`src/rtl/alu_flag_commit_stage_pkg.sv`:
```
// Shared ALU definitions: flag indices, packed flag type and skid-buffer states.
// Imported by the commit stage and by the flag-producing ALU blocks.
package alu_flag_commit_stage_pkg;

    localparam int unsigned FLAG_W = 5;

    localparam int unsigned CF = 0;
    localparam int unsigned ZF = 1;
    localparam int unsigned OF = 2;
    localparam int unsigned PF = 3;
    localparam int unsigned SF = 4;

    typedef struct packed {
        logic sf;
        logic pf;
        logic of;
        logic zf;
        logic cf;
    } alu_flags_t;

    typedef enum logic [1:0] {
        SKID_EMPTY = 2'd0,
        SKID_MAIN  = 2'd1,
        SKID_FULL  = 2'd2
    } skid_state_e;

    // Bits set in mask take the new value; the rest keep the current value.
    function automatic alu_flags_t merge_flags(input alu_flags_t cur,
                                               input alu_flags_t upd,
                                               input alu_flags_t mask);
        return alu_flags_t'((upd & mask) | (cur & ~mask));
    endfunction

endpackage

```
`src/rtl/alu_skid_buffer.sv`:
```
// Generic 2-entry valid/ready register (main + skid), strictly FIFO.
// ready_o and valid_o decode directly from the state register.
module alu_skid_buffer
    import alu_flag_commit_stage_pkg::*;
#(
    parameter int unsigned DATA_W = 20
) (
    input  logic              clk_i,
    input  logic              rst_ni,
    input  logic              valid_i,
    output logic              ready_o,
    input  logic [DATA_W-1:0] data_i,
    output logic              valid_o,
    input  logic              ready_i,
    output logic [DATA_W-1:0] data_o
);

    skid_state_e       state_q, state_d;
    logic [DATA_W-1:0] main_q, skid_q;
    logic              accept, consume;
    logic              load_main_in, load_main_skid, load_skid_in;

    assign accept  = valid_i && ready_o;
    assign consume = valid_o && ready_i;

    always_ff @(posedge clk_i) begin
        if (!rst_ni) begin
            state_q <= SKID_EMPTY;
            main_q  <= '0;
            skid_q  <= '0;
        end else begin
            state_q <= state_d;
            if (load_main_in)
                main_q <= data_i;
            else if (load_main_skid)
                main_q <= skid_q;
            if (load_skid_in)
                skid_q <= data_i;
        end
    end

    always_comb begin
        state_d        = state_q;
        load_main_in   = 1'b0;
        load_main_skid = 1'b0;
        load_skid_in   = 1'b0;
        unique case (state_q)
            SKID_EMPTY: begin
                if (accept) begin
                    state_d      = SKID_MAIN;
                    load_main_in = 1'b1;
                end
            end
            SKID_MAIN: begin
                if (accept && consume) begin
                    load_main_in = 1'b1;
                end else if (accept) begin
                    state_d      = SKID_FULL;
                    load_skid_in = 1'b1;
                end else if (consume) begin
                    state_d = SKID_EMPTY;
                end
            end
            SKID_FULL: begin
                // ready_o is low here, so only the skid-to-main move can occur.
                if (consume) begin
                    state_d        = SKID_MAIN;
                    load_main_skid = 1'b1;
                end
            end
            default: state_d = SKID_EMPTY;
        endcase
    end

    always_comb begin
        valid_o = (state_q != SKID_EMPTY);
        ready_o = (state_q != SKID_FULL);
        data_o  = main_q;
    end

endmodule

```
`src/rtl/alu_flag_commit_stage.sv`:
```
// ALU commit stage: buffers {tag,result} through a skid buffer and holds the
// architectural flags register, updated at input handshake under fmask_i.
module alu_flag_commit_stage
    import alu_flag_commit_stage_pkg::*;
#(
    parameter int unsigned WORD_WIDTH = 16,
    parameter int unsigned TAG_WIDTH  = 4
) (
    input  logic                  clk_i,
    input  logic                  rst_ni,
    input  logic                  valid_i,
    output logic                  ready_o,
    input  logic [WORD_WIDTH-1:0] r_i,
    input  logic [TAG_WIDTH-1:0]  tag_i,
    input  logic [FLAG_W-1:0]     flags_i,
    input  logic [FLAG_W-1:0]     fmask_i,
    input  logic                  flags_we_i,
    input  logic [FLAG_W-1:0]     flags_wdata_i,
    output logic [FLAG_W-1:0]     flags_o,
    output logic                  cf_o,
    output logic                  valid_o,
    input  logic                  ready_i,
    output logic [WORD_WIDTH-1:0] r_o,
    output logic [TAG_WIDTH-1:0]  tag_o
);

    localparam int unsigned DATA_W = TAG_WIDTH + WORD_WIDTH;

    logic [DATA_W-1:0] buf_din, buf_dout;
    alu_flags_t        flags_q;
    logic              accept;

    assign buf_din = {tag_i, r_i};
    assign {tag_o, r_o} = buf_dout;

    alu_skid_buffer #(
        .DATA_W (DATA_W)
    ) u_skid (
        .clk_i   (clk_i),
        .rst_ni  (rst_ni),
        .valid_i (valid_i),
        .ready_o (ready_o),
        .data_i  (buf_din),
        .valid_o (valid_o),
        .ready_i (ready_i),
        .data_o  (buf_dout)
    );

    assign accept = valid_i && ready_o;

    // Flags commit at acceptance, independent of downstream stalls, so the
    // carry fed back to the ALU is current for the next issued operation.
    always_ff @(posedge clk_i) begin
        if (!rst_ni)
            flags_q <= '0;
        else if (flags_we_i)
            flags_q <= alu_flags_t'(flags_wdata_i);
        else if (accept)
            flags_q <= merge_flags(flags_q, alu_flags_t'(flags_i), alu_flags_t'(fmask_i));
    end

    assign flags_o = flags_q;
    assign cf_o    = flags_q.cf;

endmodule

```
`config.mk`:
```
export PLATFORM = sky130hd
export DESIGN_NAME = alu_flag_commit_stage
export DESIGN_NICKNAME = d
export VERILOG_FILES = /design/src/rtl/alu_flag_commit_stage_pkg.sv /design/src/rtl/alu_skid_buffer.sv /design/src/rtl/alu_flag_commit_stage.sv
export SDC_FILE = /design/constraint.sdc
export NUM_CORES = 1
export LEC_CHECK = 0
export CAP_MARGIN = 20
export CORE_UTILIZATION = 46
export CTS_CLUSTER_SIZE = 24
export DETAILED_ROUTE_END_ITERATION = 8
export PLACE_DENSITY = 0.86
export SYNTH_ARGS = -nofsm -noshare
export SYNTH_HDL_FRONTEND = slang
export SYNTH_SLANG_ARGS = --single-unit
```
`constraint.sdc`:
```
create_clock -name clk_i -period 1.82 [get_ports clk_i]
set_clock_uncertainty 0.2 [all_clocks]
set_input_delay 0.273 -clock clk_i [delete_from_list [all_inputs] [get_ports clk_i]]
set_output_delay 0.273 -clock clk_i [all_outputs]
set_load 0.02 [all_outputs]
```
Word level (Yosys, flattened, before mapping)

Cells that the tools add are included.

Bits in registers: 47

Eq/ne operators: 7
Mux-type cells: 17
Bitwise gates (word level): 4
Reductions and logical operators: 8

Operator list:

| cell                                          | count |
|---|---|
| 2-to-1 mux 20 bit                             | 2 |
| bitwise AND 5 bit                             | 2 |
| 2-to-1 mux 2 bit                              | 5 |
| 2-to-1 mux 5 bit                              | 2 |
| 2-to-1 mux 1 bit                              | 6 |
| one-hot mux 2 bit (3 select lines)            | 1 |
| nonzero test 2 bit                            | 3 |
| NOT 5 bit                                     | 1 |
| OR 5 bit                                      | 1 |
| != test 2 x 1 -> 1 bit, second input constant | 2 |
| != test 2 bit, second input constant          | 2 |
| AND reduction 4 bit                           | 1 |
| logical AND 1 bit                             | 3 |
| != test 3 x 1 -> 1 bit, second input constant | 1 |
| == test 2 x 1 -> 1 bit, second input constant | 1 |
| == test 2 bit, second input constant          | 1 |
| zero test 2 bit                               | 1 |
| one-hot mux 1 bit (2 select lines)            | 1 |

Depth between registers and ports, before layout

Depth after elaboration: 6
Depth in mapped cells: 5
Gate-level depth less buffers: 3

By module

A second synthesis with hierarchy kept.

Cells, all modules: 200
Area total of the unflattened synthesis: 1905.6 um^2

Modules (own cells, without submodules):

| module                | times used | cells an instance | area each (um^2) | sequential area each (um^2) |
|---|---|---|---|---|
| alu_skid_buffer       | 1          | 173               | 1669.1           | 840.8 |
| alu_flag_commit_stage | 1          | 27                | 236.5            | 100.1 |

Worst setup path before layout

OpenSTA, ideal clock, no wires.

Path kind: flip-flop to flip-flop
Start: register u_skid.state_q[1]
End: register u_skid.main_q[10], in the netlist u_skid.data_o[10]
Setup time: 116 ps
Data arrival time: 1115 ps
Required time: 1504 ps
Setup slack: 389 ps
Stages on the path, launching flop included: 6
Path buffers: 2
Clock period less this slack: 1431 ps
Path through: dfxtp_1 buf_6 mux2i_2 o21ai_4 buf_6 o211a_1

Cells in the longest elaborated chain, start to end: 6

RTL lines:

| what                                                           | line                                         | source |
|---|---|---|
| start, declared                                                | alu_skid_buffer.sv:18                        | `skid_state_e state_q, state_d;` |
| start signal, assigned                                         | alu_skid_buffer.sv:32                        | `state_q <= state_d;` |
| != test 2 bit / nonzero test 2 bit (equally long branches)     | alu_skid_buffer.sv:77, alu_skid_buffer.sv:76 |  |
| logical AND 1 bit (on tied branches)                           | alu_skid_buffer.sv:23, alu_skid_buffer.sv:24 |  |
| logical AND 1 bit                                              | alu_skid_buffer.sv:55                        | `if (accept && consume) begin` |
| 2-to-1 mux 1 bit                                               | alu_skid_buffer.sv:55                        |  |
| one-hot mux 1 bit (2 select lines)                             | alu_skid_buffer.sv:47                        | `unique case (state_q)` |
| 2-to-1 mux 20 bit / nonzero test 2 bit (equally long branches) | -                                            |  |
| end signal, assigned                                           | alu_skid_buffer.sv:34                        | `main_q <= data_i;` |
| end signal, assigned                                           | alu_skid_buffer.sv:36                        | `main_q <= skid_q;` |
| end, declared                                                  | alu_skid_buffer.sv:19                        | `logic [DATA_W-1:0] main_q, skid_q;` |

Parallel ways exist; a longest one is shown, timed or not.
A chain may end at the register's enable or synchronous reset.

Final worst setup path

Start: register u_skid.main_q[18], in the netlist u_skid.data_o[18]
End: output tag_o[2]

RTL lines:

| what          | line                        | source |
|---|---|---|
| end, declared | alu_flag_commit_stage.sv:24 | `output logic [TAG_WIDTH-1:0] tag_o` |

No word-level cell between the ends.

==> results.md <==
* Outcome: finished clean
* Cell Count Post-Placement at 330
* Highest attainable clock frequency at 570 MHz
* Post-layout nets at ~330
* MaxCap Viol Count at 0
* Cell area after technology mapping at 2090 um^2
* Num rows at 24
* Sink of the worst hold path: u_skid.skid_q[17]
* Finished Layout Cells at 336
* DRC marker count from the first detailed-route iteration at between 70 and 80
* WL final at about 5000 um
* Capture instance of the worst register-to-register path: u_skid.data_o[10]
* TritonCTS clock tree: built
* Worst Setup Path Type: flop to output pin
* Largest delay contributor family on the critical path: buffers and inverters
* Syn avg cell area at 9.65 um^2
* Starting Density at 0.481
* Post-route minimum period at approximately 1.8 ns
* WL per Instance at roughly 15 um
* Final Cycle Share at 0.963
* Clock-pin slew on the worst setup and hold paths at roughly 0.080 ns
* Final setup violation count at 0
* Leakage power at ~1.2 nW
* Crit path largest cell delay at just over 0.6 ns
* Pin count of the biggest net entering global routing at 48
* GRT Total Usage at 0.220
* PortBufs at 67
* Cells traversed along the worst timing path: clkdlybuf4s50_1
* Worst setup slack for register-to-register paths at approximately 0.22 ns
* Worst endpoint data arrival time at 1.28 ns
* Source of the worst register-to-register timing path: u_skid.state_q[1]
* Cell count after synthesis at about 220
* Antenna diode instance count at 0
* Area growth, synth to finish at 39.1%
* Commonest non-fill, non-tap cell in the layout: clkdlybuf4s50_1
* Half-perimeter wire length of the detailed placement result at roughly 3500 um
* Number of remaining DRC errors at 0
* Overall overflow remaining after global route at 0
* Level count of the clock H-tree at 2
* Hold Path Class: flop to flop
* Horizontal extent of the die at around 69 um
* Via count of the first global-routing pass at between 1,500 and 2,000
* Min-Delay Path Depth at 2
* Residual antenna-violating net count after detailed routing at 0
* Tightest Pin Transition at between 0.4 and 0.5 ns
* Unrepaired setup endpoints after global routing: no
* Start point of the worst min-delay path: u_skid.skid_q[17]
* Clk Tree Root Cell: clkbuf_8
* Number of buffers and inverters on the critical path at 1
* Endpoint type of the worst setup path: output pin
* Post-route cell area at 2910 um^2
* IR Drop Worst-Case VDD at between 0.4 and 0.5 mV
* Initial antenna violation count at 0
* Top fanout value on the critical path at 2
* Clock latency on the worst-skew pair at ~0.30 ns
* Most frequent cells in the layout: 65 x clkdlybuf4s50_1, 47 x dfxtp_1, 42 x nand2_1
* First drt pass iteration count at 4
* First-pass GRT wire length at around 8400 um
* Number of buffers created by CTS at 5
* Number of gates resized after CTS at 2
* Max-slew headroom at the worst pin at 0.675
* Clk buf depth at 2
* Logic depth of the worst register-to-register path at 5
* Number of distinct library cells after synthesis at 28
* Slowest library cell on the worst path: clkdlybuf4s50_1
* Post-CTS Setup Inserts at 0
* Layout cell share with drive strength beyond 1 at 0.0880
* Worst path required time at 1.35 ns
* Number of failing hold endpoints at the final stage at 0
* Routability Congestion at 0.759
* Power per standard cell area at 765 nW/um^2
* TritonCTS sink count at 47
* Sequential share of the synthesized area at 0.449
* Startpoint kind of the worst setup timing path: flop
* Die area at ~4800 um^2
* Syn nets at 257
* Routed vias at 1,886
* Num ports at 68
* Std-Cell Core Area at between 4000 and 5000 um^2
* Total of flip-flops plus latches after synthesis at 47
* Post-cts hold buffer count at 0
* Warnings from Yosys at 0
* Detailed-route vias per instance at about 5.6
* Max-slew violation total from the final report at 0
* Cell area after placement at 2840 um^2
* Chip Height at 69.5 um
[per-layer routing]
layer / vias to the layer above / track usage / part of all wire
li1: 929 / - / -
met3: 6 / 0.0625 / 0.054
met5: - / 0 / 0
met1: 893 / 0.280 / 0.46
met4: 0 / 0.0726 / 0.012
met2: 58 / 0.358 / 0.47
[power breakdown]
part / switching (mW) / internal, mW / leakage [nW] / total, mW
combinational: 0.232 / 0.282 / 0.760 / 0.515
clock: 0.323 / 0.256 / 0.0371 / 0.580
sequential: 0.0380 / 1.10 / 0.387 / 1.13
[metrics by stage]
stage | setup slack (ns) | TNS (ns) | hold WS [ns] | utilization | total power, mW
floorplan | 0.389 | 0 | 0.208 | - | 1.42
global placement | -0.114 | -3.08 | 0.240 | 0.653 | 1.67
detailed placement | -0.146 | -3.84 | 0.245 | 0.653 | 1.68
global route | 0.0127 | 0 | 0.280 | 0.669 | 2.34
CTS | 0.0558 | 0 | 0.256 | 0.669 | 2.24
finish | 0.0668 | 0 | 0.256 | 0.669 | 2.23
[cell usage after synthesis]
cell | instances | area [um^2]
clkbuf_1 | 6 | 22.5
buf_6 | 4 | 45.0
nand4_1 | 5 | 31.3
o21a_1 | 1 | 7.51
nor3b_1 | 5 | 37.5
nor2b_1 | 1 | 6.26
dfxtp_1 | 47 | 941
buf_2 | 10 | 50.1
and4bb_1 | 1 | 12.5
nand3b_1 | 2 | 15.0
nor2b_4 | 1 | 13.8
nand4bb_1 | 1 | 11.3
inv_1 | 1 | 3.75
o21ai_4 | 1 | 16.3
nand2b_1 | 4 | 25.0
o31ai_1 | 4 | 30.0
a21boi_1 | 20 | 150
o211a_1 | 17 | 170
mux2i_1 | 3 | 30.0
mux2i_2 | 1 | 13.8
a311oi_1 | 5 | 43.8
nand2_1 | 42 | 158
nor2_1 | 6 | 22.5
or2_2 | 1 | 6.26
buf_4 | 2 | 15.0
o32a_1 | 17 | 170
a21oi_1 | 4 | 20.0
o21ai_0 | 5 | 25.0
[how the worst max path moves through the flow]
stage / from / to / slack [ns] / cells past startpoint
after CTS: u_skid.data_o[18] / tag_o[2] / 0.06 / 1
final: u_skid.data_o[18] / tag_o[2] / 0.07 / 1
after global routing: u_skid.state_q[0] / valid_o / 0.01 / 2
after global placement: ready_i / u_skid.data_o[18] / -0.11 / 4
after detailed placement: ready_i / u_skid.data_o[11] / -0.15 / 4
after floorplan: u_skid.state_q[1] / u_skid.data_o[10] / 0.39 / 5
[final cells by class]
class	instances	area (um^2)
well taps	52	65.1
multi-input cells	147	1020
inverters	1	3.75
clock buffers	6	72.6
fillers	352	1440
flip-flops and latches	47	941
repair buffers	83	813
[worst register-to-register path: cells and delay by family (launching register included)]
kind / cells / cell delay [ns]
AO/OA/AOI/OAI: 2 / 0.44
buffers and inverters: 2 / 0.35
flip-flops: 1 / 0.33
AND/OR/NAND/NOR: 1 / 0.18
[cell families after synthesis]
| group | synth area share |
|---|---|
| flops | 0.449 |
| buf+inv | 0.0651 |
| mux | 0.0209 |
| compound gates | 0.302 |
| simple gates | 0.162 |
(Power assumes the default switching activity.)
